$ cat config.mk
export PLATFORM = sky130hd
export DESIGN_NAME = uart_msg_sequencer
export DESIGN_NICKNAME = d
export VERILOG_FILES = /design/src/rtl/uart_msg_sequencer.sv
export SDC_FILE = /design/constraint.sdc
export NUM_CORES = 1
export LEC_CHECK = 0
export BUFFER_PORTS_ARGS = -buffer_cell sky130_fd_sc_hd__buf_4
export CELL_PAD_IN_SITES_DETAIL_PLACEMENT = 0
export CELL_PAD_IN_SITES_GLOBAL_PLACEMENT = 2
export CORE_ASPECT_RATIO = 1.2
export CORE_MARGIN = 2
export CORE_UTILIZATION = 32
export DETAILED_ROUTE_END_ITERATION = 10
export PLACE_DENSITY_LB_ADDON = 0.1
export SKIP_LAST_GASP = 1
export SLEW_MARGIN = 20
export SYNTH_ARGS = -nofsm -noshare
export SYNTH_HDL_FRONTEND = slang
export SYNTH_SLANG_ARGS = --single-unit
$ cat constraint.sdc
create_clock -name clk -period 2.72 [get_ports clk]
set_input_delay 0.136 -clock clk [delete_from_list [all_inputs] [get_ports clk]]
set_output_delay 0.136 -clock clk [all_outputs]
set_load 0.01 [all_outputs]
$ cat src/rtl/uart_msg_sequencer.sv
// uart_msg_sequencer: turns one-hot colour events into queued fixed-length ASCII messages
// and streams them byte by byte to a UART transmitter over a valid/ready handshake.
module uart_msg_sequencer #(
    parameter int N_CH = 3,
    parameter int MSG_LEN = 11,
    parameter logic [N_CH*MSG_LEN*8-1:0] MSG_TABLE = {"SI-SIM2-N-#", "SI-SIM3-W-#", "SI-SIM1-P-#"},
    parameter int APPEND_TERM = 1,
    parameter logic [7:0] TERM_CHAR = 8'h0D,
    parameter int QDEPTH = 4,
    parameter int MODE = 0
) (
    input  logic            clk,
    input  logic            rst,
    input  logic            start_detecting_color,
    input  logic [N_CH-1:0] color_in,
    input  logic            tx_ready,
    output logic            tx_data_valid,
    output logic [7:0]      tx_byte,
    output logic [N_CH-1:0] led,
    output logic            busy,
    output logic            msg_done,
    output logic            overflow
);
    localparam int IW = N_CH > 1 ? $clog2(N_CH) : 1;
    localparam int AW = $clog2(QDEPTH);
    localparam int CW = $clog2(MSG_LEN + 1);
    localparam int LAST = MSG_LEN - 1 + APPEND_TERM;
    localparam logic [CW-1:0] LAST_C = CW'(LAST);
    localparam logic [AW:0] QFULL = (AW + 1)'(QDEPTH);

    typedef enum logic [1:0] {IDLE, LOAD, SEND} state_t;
    state_t state, state_n;

    logic [N_CH-1:0] col_q, prev_col, last_color;
    logic            valid_col, evt, full, push, pop, accept;
    logic [IW-1:0]   ch, idx;
    logic [IW-1:0]   mem [QDEPTH];
    logic [AW-1:0]   wr_ptr, rd_ptr;
    logic [AW:0]     count;
    logic [CW-1:0]   byte_cnt;
    logic [7:0]      rom [N_CH][MSG_LEN];

    // rom[c][b] is byte b (send order) of channel c's message
    for (genvar c = 0; c < N_CH; c++) begin : g_ch
        for (genvar b = 0; b < MSG_LEN; b++) begin : g_b
            assign rom[c][b] = MSG_TABLE[(c*MSG_LEN + MSG_LEN - 1 - b)*8 +: 8];
        end
    end

    assign valid_col = $onehot(col_q);
    assign evt = start_detecting_color && valid_col &&
                 (MODE == 1 ? col_q != prev_col : col_q != last_color);
    assign full = count == QFULL;
    assign push = evt && !full;
    assign pop = state == LOAD;
    assign accept = state == SEND && tx_ready;

    always_comb begin
        ch = '0;
        for (int i = 0; i < N_CH; i++)
            if (col_q[i]) ch = IW'(i);
    end

    // multi-hot samples leave the LEDs untouched
    always_ff @(posedge clk) begin
        if (rst) begin
            col_q <= '0;
            prev_col <= '0;
            last_color <= '0;
            led <= '0;
        end else begin
            col_q <= color_in;
            prev_col <= col_q;
            if (evt) last_color <= col_q;
            if (start_detecting_color && valid_col) led <= col_q;
            else if (!start_detecting_color || col_q == '0) led <= '0;
        end
    end

    always_ff @(posedge clk) begin
        if (push) mem[wr_ptr] <= ch;
    end

    always_ff @(posedge clk) begin
        if (rst) begin
            wr_ptr <= '0;
            rd_ptr <= '0;
            count <= '0;
            overflow <= 1'b0;
        end else begin
            if (push) wr_ptr <= wr_ptr + 1'b1;
            if (pop) rd_ptr <= rd_ptr + 1'b1;
            count <= count + (AW + 1)'(push) - (AW + 1)'(pop);
            if (evt && full) overflow <= 1'b1;
        end
    end

    always_ff @(posedge clk) begin
        if (rst) state <= IDLE;
        else state <= state_n;
    end

    always_comb begin
        state_n = state;
        if (state == IDLE && count != '0) state_n = LOAD;
        else if (state == LOAD) state_n = SEND;
        else if (accept && byte_cnt == LAST_C) state_n = IDLE;
    end

    always_ff @(posedge clk) begin
        if (rst) begin
            idx <= '0;
            byte_cnt <= '0;
        end else if (state == LOAD) begin
            idx <= mem[rd_ptr];
            byte_cnt <= '0;
        end else if (accept && byte_cnt != LAST_C) begin
            byte_cnt <= byte_cnt + 1'b1;
        end
    end

    always_comb begin
        tx_data_valid = state == SEND;
        msg_done = accept && byte_cnt == LAST_C;
        busy = state != IDLE || count != '0;
        tx_byte = !tx_data_valid ? 8'h00 :
                  (APPEND_TERM != 0 && byte_cnt == LAST_C) ? TERM_CHAR : rom[idx][byte_cnt];
    end
endmodule

==> results.txt, run 1 <==
----------------------------------------------------
[Global route]
  Pin count of the biggest net entering global routing ... 23
  Met3 global-route usage ... 2.85%
  Met2 GRT Util ... around 24%
  Overflow left after global routing ... 0
  Number of antenna violations at the first check in global routing ... 0
  First-pass GRT wire length ... 6.51 mm
  Met1 global-route usage ... 14.2%
  Gr busiest metal ... met2
  Total routing resource utilization after global routing ... 13.7%
  Vias in the first global route ... 1375

[Clocking]
  Clock transition time at the flip-flop clock pins of the worst setup and hold paths ... roughly 60 ps
  Clock latency of the later-clocked register in the worst-skew pair ... 280 ps
  H-tree lvl count ... 2
  Cts bufs inserted ... 5
  Post-cts sizing count ... 0
  Maximum clock insertion buffer count ... 2
  Number of setup buffers added after CTS ... 0
  Total of hold buffers inserted after clock tree synthesis ... 0
  Clock sink total ... 33
  Clock tree root buffer cell ... sky130_fd_sc_hd__clkbuf_8
  TritonCTS clock tree ... done

[Synth]
  Number of different library cells in the post-synthesis netlist ... 39
  Number of instances in the synthesized netlist ... 190
  Area leader, netlist ... sky130_fd_sc_hd__dfxtp_1
  Number of synthesized flops with an enable pin ... 8
  Share of the synthesized area in the top cell type ... 28.4%
  Cell area after technology mapping ... 0.00176 mm2
  Seq/Total Area, Yosys ... 42.0%
  Yosys Warn Count ... 0
  Asr flop ratio synth ... 0%
  Most used DFF post-synth ... sky130_fd_sc_hd__dfxtp_1
  Synth top area cells ... sky130_fd_sc_hd__dfxtp_1 (28%), sky130_fd_sc_hd__edfxtp_1 (14%), sky130_fd_sc_hd__ha_1 (5.7%)
  Net count of the mapped netlist ... 207
  Number of synthesized register bits ... 33
  Mean post-synth cell area ... between 9 and 10 um2

[Timing]
  Final Hold Vio Count ... 0
  Transition time at the pin with the least slew margin ... 522 ps
  Setup WS post-layout ... around 230 ps
  Setup_tns ... 0 ps
  RSZ-0062 raised after global routing ... no
  Fin Clk Skew ... 5.57 ps
  Top achievable clock speed ... 402 MHz
  Ratio of final minimum period to clock period ... 91.4%
  Max-slew violation total from the final report ... 0
  Setup violators final ... 0
  Tightest slew margin relative to the limit ... 65.1%
  Final critical delay including setup and external delays ... 2490 ps

[Routing]
  Initial drt markers ... 25
  Average wire per cell in the routed design ... 13.3 um
  DR vias ... 1354
  Final wirelength ... 3.67 mm
  Final routed DRC violation total ... 0
  Routed Antenna Nets ... 0
  Vias per cell ... 4.91
  Number of iterations in the first detailed-routing pass ... 4

[Power]
  Int Pwr ... 1.00 mW
  Sequential Power Share ... 43.1%
  Share of total power consumed by net switching ... 33.8%
  Leakage power total ... 0.833 nW
  Power Density ... 733 mW/mm2
  Share of power burned in the clock network ... roughly 23%
  Worst VDD drop ... roughly 0.28 mV
  Switching component of the power ... a little over 0.5 mW
  Power share of the combinational group ... 34.3%

[Place]
  Detailed-placement wirelength estimate ... between 2 and 3 mm
  Place WS ... 214 ps
  Quantity of I/O buffers inserted on ports ... 20
  Final estimated routing congestion in global placement ... 0.857

[Min path]
  Worst min-delay path class ... in2reg

[Layout]
  Area overhead of the layout relative to synthesis ... 17.3%
  Most frequent standard cell in the layout excluding fill and tap cells ... sky130_fd_sc_hd__dfxtp_1
  Antenna Cells ... 0
  Most used cells in the layout excluding fill and tap cells ... sky130_fd_sc_hd__dfxtp_1 (25), sky130_fd_sc_hd__buf_4 (24), sky130_fd_sc_hd__nor2_1 (23)
  Final-stage net count ... 230
  Share of post-route cells with drive strength above 1 ... 18.2%

[Floorplanning]
  Die width ... 71.8 um
  Floorplan die area ... 0.00613 mm2
  Die Span Y ... 85.3 um
  Standard-cell row count ... 29
  Starting utilization of the core area ... between 30 and 40%
  Core area ... 0.00530 mm2
  Top-Level Pins ... 22

[Status]
  Status ... finished clean

[Job]
  Max-capacitance violation count ... 0

[Critical path]
  Largest fanout on the critical path ... 4
  Critical Setup Path Class ... reg2reg
  Kind of end point of the critical path ... register
  Data required time at the worst endpoint ... between 2000 and 3000 ps
  Data arrival time of the critical path ... 2660 ps
  Startpoint type of the worst setup path ... register

----------------------------------------------------
stage by stage:
stage	utilization (%)	area, um2	total power, mW	hold slack, ps	std cells
4_1_cts	39.1	2070	1.55	54.9	276
3_5_place_dp	37.5	1990	1.20	354	268
6_report	39.1	2070	1.52	60.4	276
5_1_grt	39.1	2070	1.65	76.8	276
3_3_place_gp	37.5	1990	1.18	349	268
2_1_floorplan	-	1760	1.01	208	190
metal layers:
metal	vias up	wire, um
met2	33	1960
met4	0	147
li1	688	-
met1	623	1430
met5	-	0
met3	10	145
sequential cells by signal, summed over array words and instances (netlist names):
| name | flops |
|---|---|
| idx | 2 |
| wr_ptr | 2 |
| rd_ptr | 2 |
| led | 3 |
| overflow | 1 |
| state | 2 |
| byte_cnt | 4 |
| count | 3 |
| mem | 8 |
| col_q | 3 |
| last_color | 3 |
power groups by stage:
| stage | Combinational (mW) | Sequential (mW) | Clock (mW) |
|---|---|---|---|
| after floorplan | 0.374 | 0.639 | 0 |
| after global placement | 0.521 | 0.661 | 0 |
| after detailed placement | 0.531 | 0.666 | 0 |
| after CTS | 0.535 | 0.654 | 0.361 |
| after global routing | 0.598 | 0.665 | 0.385 |
| final | 0.519 | 0.653 | 0.344 |
area by class of cell:
type	instances	area (um2)
multi-input combinational	135	937
tap	62	77.6
fill	546	3230
sequential	33	741
clock buffer	5	68.8
timing repair buffer	24	180
inverter	14	52.6
clock inverter	3	12.5
logic make-up (layout without fill, tap and decap cells):
group,after synthesis,after routing,synth area share [%]
and+or+nand+nor,74,74,21.3
DFF,33,33,42.0
AOI/OAI and AO/OA,30,30,11.6
buffers and inverters,22,46,4.89
xor gates and xnor gates,11,11,5.46
adders and majority gates,10,10,7.94
muxes,9,9,6.52
other,1,1,0.213
synthesized netlist by cell type (3+ instances only):
| library cell | n |
|---|---|
| sky130_fd_sc_hd__dfxtp_1 | 25 |
| sky130_fd_sc_hd__nor2_1 | 23 |
| sky130_fd_sc_hd__nand2_1 | 17 |
| sky130_fd_sc_hd__inv_1 | 14 |
| sky130_fd_sc_hd__a21oi_1 | 13 |
| sky130_fd_sc_hd__edfxtp_1 | 8 |
| sky130_fd_sc_hd__ha_1 | 8 |
| sky130_fd_sc_hd__xnor2_1 | 8 |
| sky130_fd_sc_hd__mux2i_1 | 7 |
| sky130_fd_sc_hd__nor2b_1 | 7 |
| sky130_fd_sc_hd__clkbuf_1 | 6 |
| sky130_fd_sc_hd__a31oi_1 | 5 |
| sky130_fd_sc_hd__nor3_1 | 5 |
| sky130_fd_sc_hd__and2_2 | 4 |
| sky130_fd_sc_hd__nand2b_1 | 4 |
| sky130_fd_sc_hd__nand3b_1 | 4 |
| sky130_fd_sc_hd__o21ai_0 | 3 |
| sky130_fd_sc_hd__xor2_1 | 3 |
worst max-delay path, stage by stage (launching register included):
cell and delay, ps:
sky130_fd_sc_hd__dfxtp_1 380, sky130_fd_sc_hd__inv_1 80, sky130_fd_sc_hd__fa_1 480, sky130_fd_sc_hd__nand3b_1 240
sky130_fd_sc_hd__a311oi_4 250, sky130_fd_sc_hd__ha_1 180, sky130_fd_sc_hd__inv_1 40, sky130_fd_sc_hd__fa_1 380
sky130_fd_sc_hd__xor2_1 170, sky130_fd_sc_hd__xnor2_1 130, sky130_fd_sc_hd__nor2_1 50
final timing paths:
path,start,endpoint,slack [ps],depth (start not counted)
max,col_q[0]$_SDFF_PP0_,count[2]$_SDFF_PP0_,230,10
min,color_in[1],col_q[1]$_SDFF_PP0_,60,2
max reg2reg,col_q[0]$_SDFF_PP0_,count[2]$_SDFF_PP0_,230,10
min reg2reg,led[1]$_SDFFE_PP0P_,led[1]$_SDFFE_PP0P_,460,2
No activity file was read; power rests on OpenSTA's default activity.
==> run 2, diff against run 1 <==
--- a/config.mk
+++ b/config.mk
@@ -6,11 +6,11 @@
 export NUM_CORES = 1
 export LEC_CHECK = 0
 export BUFFER_PORTS_ARGS = -buffer_cell sky130_fd_sc_hd__buf_4
-export CELL_PAD_IN_SITES_DETAIL_PLACEMENT = 0
+export CELL_PAD_IN_SITES_DETAIL_PLACEMENT = 1
 export CELL_PAD_IN_SITES_GLOBAL_PLACEMENT = 2
 export CORE_ASPECT_RATIO = 1.2
 export CORE_MARGIN = 2
-export CORE_UTILIZATION = 32
+export CORE_UTILIZATION = 35
 export DETAILED_ROUTE_END_ITERATION = 10
 export PLACE_DENSITY_LB_ADDON = 0.1
 export SKIP_LAST_GASP = 1
@@ -18,3 +18,4 @@
 export SYNTH_ARGS = -nofsm -noshare
 export SYNTH_HDL_FRONTEND = slang
 export SYNTH_SLANG_ARGS = --single-unit
+export TNS_END_PERCENT = 20
==> constraint.sdc (replaced) <==
create_clock -name clk -period 2.6 [get_ports clk]
set_input_delay 0.13 -clock clk [delete_from_list [all_inputs] [get_ports clk]]
set_output_delay 0.13 -clock clk [all_outputs]
set_load 0.01 [all_outputs]
==> run 2 against run 1 <==
Effect of this change:
- wire length grew 1.9%
- power grew 5.4%
- global-route usage grew 1.6 points
- highest routed layer unchanged
- core utilization grew 3.8 points
- critical path depth is the same
- via count grew 3.3%
- largest power group unchanged
- die area shrank 8.1%
- setup slack lost 110 ps
- combinational power grew 6.9%
- flip-flop and latch count is the same
- non-clock buffer count grew 4
- maximum frequency grew 0.21%
==> results.txt, run 2 (synthesized netlist as in run 1, its figures left out) <==
----------------------------------------------------
[Status]
  Status ... finished clean

[Clocking]
  TritonCTS clock tree ... done
  Clock transition time at the flip-flop clock pins of the worst setup and hold paths ... 70 ps
  Clock latency of the later-clocked register in the worst-skew pair ... 280 ps
  Cts bufs inserted ... 5
  Clock sink total ... 33
  Clock tree root buffer cell ... sky130_fd_sc_hd__clkbuf_8
  Maximum clock insertion buffer count ... 2
  H-tree lvl count ... 2
  Total of hold buffers inserted after clock tree synthesis ... 0

[Floorplanning]
  Die Span Y ... about 82 um
  Standard-cell row count ... 28
  Floorplan die area ... roughly 0.0056 mm2
  Die width ... between 60 and 70 um
  Starting utilization of the core area ... 36.0%
  Top-Level Pins ... 22
  Core area ... 0.00490 mm2

[Critical path]
  Kind of cell with the highest combined delay on the critical path ... adder cells
  Startpoint type of the worst setup path ... register
  Largest fanout on the critical path ... 2
  Data required time at the worst endpoint ... 2770 ps
  Stages on the worst setup path ... 10
  CP max stage delay ... 470 ps
  Cell chain of the critical path ... inv_1 > fa_1 > nand3b_1 > a311oi_4 > ha_2 > inv_1 > fa_2 > xor2_1 > xnor2_1 > nor2_1
  CP most frequent cell ... sky130_fd_sc_hd__inv_1
  Buffers plus inverters on the worst setup path ... 2
  Slowest stage cell, crit path ... sky130_fd_sc_hd__fa_1
  Worst Reg-to-Reg Cells ... 10
  Kind of end point of the critical path ... register
  Data arrival time of the critical path ... approximately 2700 ps
  Critical Setup Path Class ... reg2reg

[Layout]
  Biggest registers after layout ... mem: 8 flops, byte_cnt: 4 flops
  Area overhead of the layout relative to synthesis ... 19.2%
  Register name with the most flops ... mem
  Number of flip-flops in the largest register ... 8
  Fin cells ... approximately 280
  Most frequent standard cell in the layout excluding fill and tap cells ... sky130_fd_sc_hd__buf_4
  Antenna Cells ... 0
  Most used cells in the layout excluding fill and tap cells ... sky130_fd_sc_hd__buf_4 (28), sky130_fd_sc_hd__dfxtp_1 (24), sky130_fd_sc_hd__nor2_1 (23)
  Final-stage net count ... 234
  Finished Cell Area ... 0.00210 mm2
  Share of post-route cells with drive strength above 1 ... 21.1%

[Timing]
  Setup_tns ... 0 ps
  Max-slew violation total from the final report ... 0
  Final Hold Vio Count ... 0
  Fin Clk Skew ... 2.74 ps
  Tightest slew margin relative to the limit ... 64.1%
  Top achievable clock speed ... 403 MHz
  Ratio of final minimum period to clock period ... 95.4%
  Transition time at the pin with the least slew margin ... between 500 and 600 ps
  Setup violators final ... 0
  Final critical delay including setup and external delays ... 2480 ps
  RSZ-0062 raised after global routing ... yes

[Global route]
  Total routing resource utilization after global routing ... 15.4%
  Pin count of the biggest net entering global routing ... 23
  Number of antenna violations at the first check in global routing ... 0
  First-pass GRT wire length ... 6.38 mm
  Vias in the first global route ... 1413
  Overflow left after global routing ... 0

[Place]
  Placed inst area ... about 0.002 mm2
  Detailed-placement wirelength estimate ... 2.95 mm
  Quantity of I/O buffers inserted on ports ... 20
  Final estimated routing congestion in global placement ... between 0.7 and 0.8
  DP Cell Count ... 268

[Routing]
  Average wire per cell in the routed design ... 13.5 um
  Routed Antenna Nets ... 0
  Initial drt markers ... 16
  Vias per cell ... about 5.0
  Number of iterations in the first detailed-routing pass ... 4
  Final routed DRC violation total ... 0
  DR vias ... 1399
  Final wirelength ... between 3 and 4 mm

[Power]
  Leakage power total ... between 0.8 and 0.9 nW
  Power Density ... 760 mW/mm2
  Worst VDD drop ... roughly 0.37 mV

[Min path]
  Depth of the worst hold-timing path ... 2
  Worst min-delay path class ... in2reg

[Job]
  Max-capacitance violation count ... 0

----------------------------------------------------
==> run 2: cell types whose count changed in the layout (fill, tap and decap cells not counted), sizes merged <==
| cell | previous run | this run |
|---|---|---|
| buf | 24 | 28 |
==> run 2: area by class of cell <==
| cell class | instances | area [um2] |
|---|---|---|
| clock inverter | 3 | 12.5 |
| multi-input combinational | 135 | 942 |
| inverter | 14 | 52.6 |
| sequential | 33 | 742 |
| timing repair buffer | 28 | 210 |
| fill | 594 | 2800 |
| clock buffer | 5 | 68.8 |
| tap | 60 | 75.1 |
==> run 2: worst paths after layout <==
path                                           from                   to  slack, ps
worst max register to register  col_q[1]$_SDFF_PP0_  count[2]$_SDFF_PP0_        120
worst min register to register  led[2]$_SDFFE_PP0P_  led[2]$_SDFFE_PP0P_        470
worst min-delay path                    color_in[2]  col_q[2]$_SDFF_PP0_         60
worst max-delay path            col_q[1]$_SDFF_PP0_  count[2]$_SDFF_PP0_        120
==> run 2: worst reg2reg max path: stages, from the launching register on <==
cell	delay (ps)
sky130_fd_sc_hd__dfxtp_1	330
sky130_fd_sc_hd__inv_1	70
sky130_fd_sc_hd__fa_1	470
sky130_fd_sc_hd__nand3b_1	240
sky130_fd_sc_hd__a311oi_4	310
sky130_fd_sc_hd__ha_2	220
sky130_fd_sc_hd__inv_1	50
sky130_fd_sc_hd__fa_2	330
sky130_fd_sc_hd__xor2_1	150
sky130_fd_sc_hd__xnor2_1	160
sky130_fd_sc_hd__nor2_1	50
==> run 2: routing by layer <==
metal,vias to the layer above,global-route usage [%],share of wire [%]
met4,0,6.67,1.9
met3,7,3.97,3.9
met5,-,0,0
met2,27,29.8,57
li1,698,-,-
met1,667,14.7,37
==> run 2: metrics by stage <==
stage	hold WS, ps	power [mW]	util, %	setup WS [ps]
after global routing	58.7	1.74	42.9	-44.8
after detailed placement	349	1.25	40.8	130
final	57.4	1.60	42.9	119
after floorplan	202	1.06	-	10.1
after CTS	54.2	1.62	42.4	122
after global placement	347	1.23	40.8	244
==> run 2: power by group <==
| group | internal, mW | switching (mW) |
|---|---|---|
| sequential | 0.591 | 0.0943 |
| clock | 0.180 | 0.177 |
| combinational | 0.287 | 0.268 |
| total | 1.06 | 0.539 |
==> run 2: timing repair <==
| action | in CTS | in global routing |
|---|---|---|
| gates resized for setup | 0 | 3 |
| hold endpoints to repair | 0 | 0 |
| setup buffers | 0 | 2 |
| endpoints found under the setup margin | 0 | 1 |
==> run 3, diff against run 2 <==
--- a/config.mk
+++ b/config.mk
@@ -12,9 +12,8 @@
 export CORE_MARGIN = 2
 export CORE_UTILIZATION = 35
 export DETAILED_ROUTE_END_ITERATION = 10
-export PLACE_DENSITY_LB_ADDON = 0.1
+export PLACE_DENSITY_LB_ADDON = 0.12
 export SKIP_LAST_GASP = 1
-export SLEW_MARGIN = 20
 export SYNTH_ARGS = -nofsm -noshare
 export SYNTH_HDL_FRONTEND = slang
 export SYNTH_SLANG_ARGS = --single-unit
==> constraint.sdc (replaced) <==
create_clock -name clk -period 2.8 [get_ports clk]
set_input_delay 0.14 -clock clk [delete_from_list [all_inputs] [get_ports clk]]
set_output_delay 0.14 -clock clk [all_outputs]
set_load 0.01 [all_outputs]
==> run 3 against run 2 <==
Effect of this change:
- non-clock buffer count fell by 3
- via count fell by 3.6%
- wire length up 3.9%
- core utilization is 0.076 points higher
- largest power group unchanged
- highest routed layer unchanged
==> results.txt, run 3 (synthesized netlist as in run 1, its figures left out) <==
----------------------------------------------------
[Layout]
  Area of the multi-input gates ... 942 um2
  Sequential cell area ... 743 um2
  Biggest registers after layout ... mem: 8 flops, byte_cnt: 4 flops
  Finished Cell Area ... 0.00211 mm2
  Number of filler cells placed in the layout ... 584
  Area overhead of the layout relative to synthesis ... 19.4%
  Share of post-route cells with drive strength above 1 ... a little over 20%
  Antenna Cells ... 0
  Most used cells in the layout excluding fill and tap cells ... sky130_fd_sc_hd__buf_4 (25), sky130_fd_sc_hd__nor2_1 (23), sky130_fd_sc_hd__dfxtp_1 (23)
  Final-stage net count ... 231
  Register name with the most flops ... mem
  Number of flip-flops in the largest register ... 8
  Fin cells ... approximately 280
  Most frequent standard cell in the layout excluding fill and tap cells ... sky130_fd_sc_hd__buf_4

[Global route]
  First-pass GRT wire length ... 6.24 mm
  Pin count of the biggest net entering global routing ... 23
  Number of antenna violations at the first check in global routing ... 0
  Overflow left after global routing ... 0
  Vias in the first global route ... 1327
  Total routing resource utilization after global routing ... 15.0%

[Critical path]
  Cell chain of the critical path ... inv_1 > fa_1 > nand3b_1 > a311oi_4 > ha_2 > inv_1 > fa_2 > xor2_1 > xnor2_1 > nor2_1
  Data required time at the worst endpoint ... ~3000 ps
  Critical Setup Path Class ... reg2reg
  Kind of end point of the critical path ... register
  Slowest stage cell, crit path ... sky130_fd_sc_hd__fa_1
  Largest fanout on the critical path ... 5
  Data arrival time of the critical path ... 2810 ps
  CP most frequent cell ... sky130_fd_sc_hd__inv_1
  Startpoint type of the worst setup path ... register
  CP max stage delay ... 490 ps

[Clocking]
  Clock tree root buffer cell ... sky130_fd_sc_hd__clkbuf_8
  Clock transition time at the flip-flop clock pins of the worst setup and hold paths ... 60 ps
  TritonCTS clock tree ... done
  Total of hold buffers inserted after clock tree synthesis ... 0
  Maximum clock insertion buffer count ... 2
  Cts bufs inserted ... 5
  Clock sink total ... 33
  H-tree lvl count ... 2
  Clock latency of the later-clocked register in the worst-skew pair ... 280 ps

[Timing]
  Top achievable clock speed ... between 300 and 400 MHz
  Setup WS post-layout ... approximately 150 ps
  Setup_tns ... 0 ps
  Max-slew violation total from the final report ... 0
  Transition time at the pin with the least slew margin ... between 500 and 600 ps
  Fin Clk Skew ... approximately 7.8 ps
  Final critical delay including setup and external delays ... 2650 ps
  Final Hold Vio Count ... 0
  Tightest slew margin relative to the limit ... 66.1%
  Hold slack ... 69.6 ps
  RSZ-0062 raised after global routing ... no
  Setup violators final ... 0
  Ratio of final minimum period to clock period ... a little over nine tenths

[Power]
  Share of total power consumed by net switching ... 32.1%
  Power Density ... around 750 mW/mm2
  Sequential Power Share ... 40.2%
  Power share of the combinational group ... between 30% and 40%
  Worst VDD drop ... 0.320 mV
  Leakage power total ... 0.845 nW
  Share of power burned in the clock network ... 27.1%
  Int Pwr ... 1.08 mW
  Switching component of the power ... 0.509 mW

[Floorplanning]
  Top-Level Pins ... 22
  Standard-cell row count ... 28
  Die width ... slightly below 70 um
  Starting utilization of the core area ... between 30% and 40%
  Core area ... 0.00490 mm2
  Floorplan die area ... between 0.005 and 0.006 mm2
  Die Span Y ... 81.8 um

[Routing]
  Top layer used by detailed routing ... met4
  Final routed DRC violation total ... 0
  DR vias ... between 1k and 1.5k
  Vias per cell ... 4.91
  Initial drt markers ... 57
  Met3 layer wire length in the routed design ... 123 um
  WL met1 ... 1.55 mm
  Final wirelength ... about 4 mm
  Routed Antenna Nets ... 0
  Average wire per cell in the routed design ... 14.1 um
  Sum of met2 wire segment lengths after detailed routing ... 2.17 mm
  Number of iterations in the first detailed-routing pass ... 3

[Status]
  Status ... finished clean

[Min path]
  Worst min-delay path class ... in2reg

[Place]
  Quantity of I/O buffers inserted on ports ... 20
  Placed inst area ... 0.00198 mm2
  DP Cell Count ... about 270
  Detailed-placement wirelength estimate ... ~3.1 mm
  Place WS ... 101 ps
  Final estimated routing congestion in global placement ... 0.807

[Job]
  Max-capacitance violation count ... 0

----------------------------------------------------
-- run 3: final cells by class --
| class | instances | share of cell area [%] |
|---|---|---|
| repair buffers | 25 | 8.91 |
| clock buffers | 6 | 3.44 |
| multi-input cells | 135 | 44.7 |
| inverters | 14 | 2.49 |
| well taps | 60 | 3.56 |
| clock inverters | 2 | 1.60 |
| flip-flops and latches | 33 | 35.3 |
-- run 3: final timing paths --
check,from,cells after the start,slack (ps),end
hold / removal,color_in[2],2,70,col_q[2]$_SDFF_PP0_
setup / recovery,col_q[0]$_SDFF_PP0_,10,150,count[2]$_SDFF_PP0_
setup reg to reg,col_q[0]$_SDFF_PP0_,10,150,count[2]$_SDFF_PP0_
hold reg to reg,led[1]$_SDFFE_PP0P_,2,460,led[1]$_SDFFE_PP0P_
-- run 3: worst max-delay path, delay by kind of cell, from the launching register on --
kind / cells / cell delay (ps)
fa+ha+maj: 3 / 1040
buf+inv: 2 / 120
xor+xnor: 2 / 340
flops: 1 / 360
compound gates: 1 / 330
simple gates: 2 / 340
-- run 3: power groups by stage --
stage | combinational, mW | sequential (mW) | clock (mW)
6_report | 0.518 | 0.638 | 0.429
5_1_grt | 0.588 | 0.652 | 0.467
4_1_cts | 0.524 | 0.638 | 0.446
3_5_place_dp | 0.521 | 0.649 | 0
3_3_place_gp | 0.490 | 0.641 | 0
2_1_floorplan | 0.363 | 0.621 | 0
-- run 3: metal layers --
metal  vias up  global-route usage (%)
met4         0                    5.29
met3         5                    3.70
met5         -                       0
met1       642                    15.4
li1        686                       -
met2        16                    28.7
-- run 3: repair_timing --
item | in CTS | in global routing
resized for setup | 0 | 4
setup buffers | 0 | 2
setup endpoints to repair | 0 | 1
-- run 3: through the flow --
| stage | utilization (%) | total power, mW |
|---|---|---|
| 2_1_floorplan | - | 0.984 |
| 3_3_place_gp | 40.3 | 1.13 |
| 3_5_place_dp | 40.3 | 1.17 |
| 4_1_cts | 42.5 | 1.61 |
| 5_1_grt | 43.0 | 1.71 |
| 6_report | 43.0 | 1.59 |
